$ cat src/rtl/decstage_pipe.sv
// decstage_pipe: decode stage with register file, immediate extension and a
// single-entry valid/ready output register.
//
// Ports:
//   Clk, Rst            clock, asynchronous active-high reset
//   Instr, In_valid     incoming instruction (rs [25:21], rd [20:16],
//   In_ready            rt [15:11], imm [15:0]) and its handshake
//   RF_B_sel            read port B address: 0 = rt, 1 = rd
//   Imm_mode            00 sext, 01 zext, 10 imm<<16, 11 sext<<2
//   RF_WrEn, WB_Addr,   write-back port; data is MEM_out when
//   RF_WrData_sel,      RF_WrData_sel = 1, ALU_out otherwise
//   ALU_out, MEM_out
//   Out_valid, Out_ready  output handshake
//   RF_A, RF_B, Immed, Rd_out  registered decode results
//
// Configuration:
//   DECSTAGE_BYPASS_EN  when defined, a write-back on the same edge as an
//                       accept forwards its data into RF_A/RF_B. Otherwise
//                       the captured operands are the pre-write contents.

module decstage_pipe #(
   parameter int unsigned DATA_W  = 32,
   parameter int unsigned REG_CNT = 32
) (
   input  logic              Clk,
   input  logic              Rst,
   input  logic [31:0]       Instr,
   input  logic              In_valid,
   output logic              In_ready,
   input  logic              RF_B_sel,
   input  logic [1:0]        Imm_mode,
   input  logic              RF_WrEn,
   input  logic [4:0]        WB_Addr,
   input  logic              RF_WrData_sel,
   input  logic [DATA_W-1:0] ALU_out,
   input  logic [DATA_W-1:0] MEM_out,
   output logic              Out_valid,
   input  logic              Out_ready,
   output logic [DATA_W-1:0] RF_A,
   output logic [DATA_W-1:0] RF_B,
   output logic [DATA_W-1:0] Immed,
   output logic [4:0]        Rd_out
);

   localparam int unsigned ADDR_W = 5;
   localparam int unsigned IMM_W  = 16;

   // Instruction fields
   logic [ADDR_W-1:0] rs;
   logic [ADDR_W-1:0] rd;
   logic [ADDR_W-1:0] rt;
   logic [IMM_W-1:0]  imm;
   logic [ADDR_W-1:0] addr_b;
   logic              unused_opcode;

   assign rs            = Instr[25:21];
   assign rd            = Instr[20:16];
   assign rt            = Instr[15:11];
   assign imm           = Instr[15:0];
   assign addr_b        = RF_B_sel ? rd : rt;
   assign unused_opcode = ^Instr[31:26];

   // Storage only for r1..r(REG_CNT-1); r0 and out-of-range addresses have none
   logic [DATA_W-1:0] regs [1:REG_CNT-1];
   logic [DATA_W-1:0] wr_data;

   assign wr_data = RF_WrData_sel ? MEM_out : ALU_out;

   always_ff @(posedge Clk or posedge Rst) begin
      if (Rst) begin
         for (int unsigned i = 1; i < REG_CNT; i++) begin
            regs[i] <= '0;
         end
      end else begin
         for (int unsigned i = 1; i < REG_CNT; i++) begin
            if (RF_WrEn && (WB_Addr == ADDR_W'(i))) begin
               regs[i] <= wr_data;
            end
         end
      end
   end

   // Read ports; unmatched addresses (r0, out of range) fall through to zero
   logic [DATA_W-1:0] rd_a;
   logic [DATA_W-1:0] rd_b;

   always_comb begin
      rd_a = '0;
      rd_b = '0;
      for (int unsigned i = 1; i < REG_CNT; i++) begin
         if (rs == ADDR_W'(i)) begin
            rd_a = regs[i];
`ifdef DECSTAGE_BYPASS_EN
            if (RF_WrEn && (WB_Addr == rs)) begin
               rd_a = wr_data;
            end
`endif
         end
         if (addr_b == ADDR_W'(i)) begin
            rd_b = regs[i];
`ifdef DECSTAGE_BYPASS_EN
            if (RF_WrEn && (WB_Addr == addr_b)) begin
               rd_b = wr_data;
            end
`endif
         end
      end
   end

   // Immediate extension
   logic [DATA_W-1:0] imm_sext;
   logic [DATA_W-1:0] imm_ext;

   assign imm_sext = DATA_W'($signed(imm));

   always_comb begin
      imm_ext = imm_sext;
      unique case (Imm_mode)
         2'b00: imm_ext = imm_sext;
         2'b01: imm_ext = DATA_W'(imm);
         2'b10: imm_ext = DATA_W'({imm, 16'h0000});
         2'b11: imm_ext = imm_sext << 2;
         default: imm_ext = imm_sext;
      endcase
   end

   // Single-entry output register
   logic accept;

   assign In_ready = !Out_valid || Out_ready;
   assign accept   = In_valid && In_ready;

   always_ff @(posedge Clk or posedge Rst) begin
      if (Rst) begin
         Out_valid <= 1'b0;
         RF_A      <= '0;
         RF_B      <= '0;
         Immed     <= '0;
         Rd_out    <= '0;
      end else if (accept) begin
         Out_valid <= 1'b1;
         RF_A      <= rd_a;
         RF_B      <= rd_b;
         Immed     <= imm_ext;
         Rd_out    <= rd;
      end else if (Out_ready) begin
         Out_valid <= 1'b0;
      end
   end

endmodule
$ cat config.mk
export PLATFORM = sky130hd
export DESIGN_NAME = decstage_pipe
export DESIGN_NICKNAME = d
export VERILOG_FILES = /design/src/rtl/decstage_pipe.sv
export SDC_FILE = /design/constraint.sdc
export NUM_CORES = 2
export LEC_CHECK = 0
export ABC_AREA = 1
export CELL_PAD_IN_SITES_DETAIL_PLACEMENT = 1
export CELL_PAD_IN_SITES_GLOBAL_PLACEMENT = 1
export CORE_MARGIN = 2
export CORE_UTILIZATION = 25
export CTS_BUF_LIST = sky130_fd_sc_hd__clkbuf_2 sky130_fd_sc_hd__clkbuf_4 sky130_fd_sc_hd__clkbuf_8
export DETAILED_ROUTE_END_ITERATION = 12
export PLACE_DENSITY_LB_ADDON = 0.1
export SKIP_CTS_REPAIR_TIMING = 1
export SKIP_LAST_GASP = 1
export SYNTH_ARGS = -nofsm -noshare
export SYNTH_HDL_FRONTEND = slang
export SYNTH_SLANG_ARGS = --single-unit
$ cat constraint.sdc
create_clock -name Clk -period 40.9 [get_ports Clk]
set_input_delay 4.09 -clock Clk [delete_from_list [all_inputs] [get_ports Clk]]
set_output_delay 4.09 -clock Clk [all_outputs]
set_load 0.01 [all_outputs]
==> flow_metrics.env <==
export IMPL_post_drt_via_cell_ratio=4.85
export IMPL_post_dp_hpwl_mm=150
export IMPL_mostFrequentLayoutCell="sky130_fd_sc_hd__nand2_1"
export IMPL_holdWs_ps=477
export IMPL_overflow=0
export IMPL_grt_max_degree=146
export IMPL_cts_buffers=215
export IMPL_num_vias=51100
export IMPL_clock_tree_htree_level_count=4
export IMPL_critical_path_source_type="input pin"
export IMPL_postRouteWirelength_mm=239
export IMPL_critical_path_reg2reg_startpoint="regs[964]"
export IMPL_timing_rr_end="RF_A[4]"
export IMPL_initial_cell_density_of_the_core=0.252
export IMPL_placedInstanceArea_sq_um=60100
export IMPL_grt_use_total=0.214
export IMPL_ys_seq_elements=1094
export IMPL_max_vdd_ir_drop_mv=0.0307
export IMPL_hold_viol_final=0
export IMPL_maxSlewHeadroom=0.225
export IMPL_drt_iter0_markers=3432
export IMPL_crit_end="In_ready"
export IMPL_area_sequential_sq_um=27400
export IMPL_critical_path_top_delay_family="buffers and inverters"
export IMPL_clkSlewWorstSetupHoldPaths_ps=60
export IMPL_place_gp_congestion=0.770
export IMPL_fillers=26200
export IMPL_tritoncts="built"
export IMPL_remaining_drc_errors=0
export IMPL_placeableCoreArea_sq_um=217000
export IMPL_worst_slew_pin_slew_ps=1140
export IMPL_crit_arrival_ps=5260
export IMPL_synth_cell_types=39
export IMPL_fmax_mhz=107
export IMPL_ys_seq_area_frac=0.500
export IMPL_ys_warnings=0
export IMPL_postLayoutCellArea_sq_um=64700
export IMPL_first_global_vias=53900
export IMPL_io_buffers=206
export IMPL_first_pass_iters=5
export IMPL_clock_sink_count=1094
export IMPL_die_width_um=472
export IMPL_clkLatencyLatePin_ps=990
export IMPL_cp_depth=4
export IMPL_die_area_sq_um=223000
export IMPL_pwr_density_cell_nw_per_um2=48.7
export IMPL_regToRegSetupSlack_ps=37800
export IMPL_cts_root_to_sink_buffers=3
export IMPL_layoutNonFillerInstCount=10500
export IMPL_cpPeakStageDelay_ps=560
export IMPL_layout_area_growth_over_synthesis_pct=18.1
export IMPL_placed_cells_incl_taps=10200
export IMPL_fp_row_count=171
export IMPL_wire_length_of_the_first_global_routing_pass_mm=360
export IMPL_period_needed_ps=9350
export IMPL_critical_path_peak_fanout=3
export IMPL_reported_leakage_power_nw=29.0
export IMPL_most_used_cell_cp="sky130_fd_sc_hd__clkdlybuf4s50_1"
export IMPL_timing_final_crit_share=0.229
export IMPL_timing_critical_path_required_ps=36810
export IMPL_setup_worst_path_start="Out_ready"
export IMPL_cts_root_buf="sky130_fd_sc_hd__clkbuf_8"
export IMPL_cp_cell_sequence="clkdlybuf4s50_1 -> inv_1 -> nand2_1 -> clkdlybuf4s50_1"
export IMPL_max_cap_violations=0
export IMPL_multi_input_comb_area_sq_um=24200
export IMPL_endpoint_kind="primary output"
export IMPL_finish_net_count=7642
export IMPL_min_delay_path_class="reg -> reg"
export IMPL_cp_slowest_cell="sky130_fd_sc_hd__clkdlybuf4s50_1"
export IMPL_final_setup_tns_ps=0
export IMPL_syn_instance_count=7495
export IMPL_path_class="in -> out"
export IMPL_syn_nets=7605
export IMPL_drive_above_1_share=0.0856
export IMPL_skew_ps=40.2
export IMPL_antenna_violating_nets_post_route=0
export IMPL_synth_area_sq_um=54800
export IMPL_rsz0062_at_grt="no"
export IMPL_ios=213
export IMPL_setup_violations_final=0
export IMPL_floorplan_die_height_um=472
export IMPL_detail_route_wl_per_cell_um=22.7
export IMPL_synthesized_area_per_cell_sq_um=7.31
export IMPL_status="completed"
export IMPL_critical_path_buf_inv_count=3
export IMPL_ff2ff_path_depth=20
export IMPL_number_of_antenna_violations_at_the_first_check_in_global_routing=5
export IMPL_slew_viol_final=0
export IMPL_most_common_layout_cells="sky130_fd_sc_hd__nand2_1 (2,653), sky130_fd_sc_hd__o21ai_0 (1,118), sky130_fd_sc_hd__dfrtp_1 (1,094)"
## cells by family (layout without fill, tap and decap cells)
| kind of cell | Yosys count | after routing | synth area share |
|---|---|---|---|
| DFF | 1094 | 1094 | 0.500 |
| muxes | 32 | 32 | 0.00585 |
| other | 0 | 4 | 0 |
| and+or+nand+nor | 3976 | 3976 | 0.297 |
| AOI/OAI and AO/OA | 1372 | 1372 | 0.127 |
| buffers and inverters | 1021 | 1215 | 0.0709 |
## state kept, by name (all words and copies together) (netlist names)
name and cells:
Immed 32, Out_valid 1, RF_A 32, RF_B 32, Rd_out 5, regs 992
## metrics by stage
step	total power [mW]	util	setup WS, ps
final	3.15	0.298	31550
after global routing	3.35	0.297	31430
after CTS	3.21	0.297	31550
after detailed placement	1.99	0.277	30670
after global placement	1.97	0.277	30670
after floorplan	1.74	-	6010
## area by class of cell
| cell class | instances | area share |
|---|---|---|
| multi-input cells | 5380 | 0.374 |
| diodes | 4 | 0.000155 |
| well taps | 2854 | 0.0552 |
| inverters | 504 | 0.0294 |
| clock buffers | 349 | 0.0670 |
| clock inverters | 25 | 0.00323 |
| repair buffers | 337 | 0.0474 |
| flip-flops and latches | 1094 | 0.423 |
## synth_stat cells
cell type / count / area (sq um)
sky130_fd_sc_hd__buf_1: 4 / 15.0
sky130_fd_sc_hd__and3_1: 2 / 12.5
sky130_fd_sc_hd__a21oi_1: 199 / 996
sky130_fd_sc_hd__o2111ai_1: 1 / 8.76
sky130_fd_sc_hd__clkbuf_2: 1 / 5.00
sky130_fd_sc_hd__o21ai_0: 1118 / 5600
sky130_fd_sc_hd__nand4_1: 431 / 2700
sky130_fd_sc_hd__o31ai_1: 1 / 7.51
sky130_fd_sc_hd__nor2_2: 3 / 18.8
sky130_fd_sc_hd__or2_1: 2 / 12.5
sky130_fd_sc_hd__buf_4: 1 / 7.51
sky130_fd_sc_hd__clkbuf_1: 487 / 1830
sky130_fd_sc_hd__inv_4: 1 / 6.26
sky130_fd_sc_hd__a221oi_1: 1 / 8.76
sky130_fd_sc_hd__nand2_1: 2687 / 10100
sky130_fd_sc_hd__o21ai_1: 17 / 85.1
sky130_fd_sc_hd__nor2_1: 721 / 2710
sky130_fd_sc_hd__o21ai_2: 1 / 8.76
sky130_fd_sc_hd__nor3_1: 9 / 45.0
sky130_fd_sc_hd__nand3b_1: 2 / 15.0
sky130_fd_sc_hd__dfrtp_1: 1094 / 27400
sky130_fd_sc_hd__nor2_4: 2 / 22.5
sky130_fd_sc_hd__o211ai_1: 3 / 22.5
sky130_fd_sc_hd__clkinv_1: 1 / 3.75
sky130_fd_sc_hd__buf_2: 22 / 110
sky130_fd_sc_hd__mux2i_1: 32 / 320
sky130_fd_sc_hd__buf_6: 2 / 22.5
sky130_fd_sc_hd__inv_2: 8 / 30.0
sky130_fd_sc_hd__or2_2: 19 / 119
sky130_fd_sc_hd__inv_1: 494 / 1850
sky130_fd_sc_hd__o22ai_1: 27 / 169
sky130_fd_sc_hd__nand2_4: 1 / 11.3
sky130_fd_sc_hd__o221ai_1: 3 / 26.3
sky130_fd_sc_hd__nand3_1: 79 / 395
sky130_fd_sc_hd__nor3b_1: 2 / 15.0
sky130_fd_sc_hd__nor2_8: 1 / 20.0
sky130_fd_sc_hd__nand2_2: 2 / 12.5
sky130_fd_sc_hd__or2_0: 13 / 81.3
sky130_fd_sc_hd__a31oi_1: 1 / 6.26
## metal layers
metal / part of all wire / global-route usage / vias up
met4: 0.024 / 0.0602 / 0
li1: - / - / 24200
met3: 0.033 / 0.0269 / 324
met2: 0.49 / 0.368 / 880
met1: 0.46 / 0.282 / 25700
met5: 0 / 0 / -
## tightest hold or removal path, stage by stage, from the launching register on
cell and delay (ps):
sky130_fd_sc_hd__dfrtp_1 340, sky130_fd_sc_hd__nand2_1 50, sky130_fd_sc_hd__nand2_1 50
## power by group
| part | switching [mW] | internal, mW |
|---|---|---|
| logic | 0.322 | 0.185 |
| clock network | 0.523 | 0.670 |
| registers | 0.155 | 1.30 |
| total | 1.00 | 2.15 |
## worst min-delay path by stage
stage	end	from	depth (start not counted)	slack (ps)
2_1_floorplan	regs[128]	regs[128]	2	450
3_3_place_gp	regs[519]	regs[519]	2	470
3_5_place_dp	RF_B[16]	RF_B[16]	2	470
4_1_cts	RF_B[12]	RF_B[12]	2	480
5_1_grt	RF_B[16]	RF_B[16]	2	500
6_report	RF_B[16]	RF_B[16]	2	480
Power figures use the tool's default switching activity.
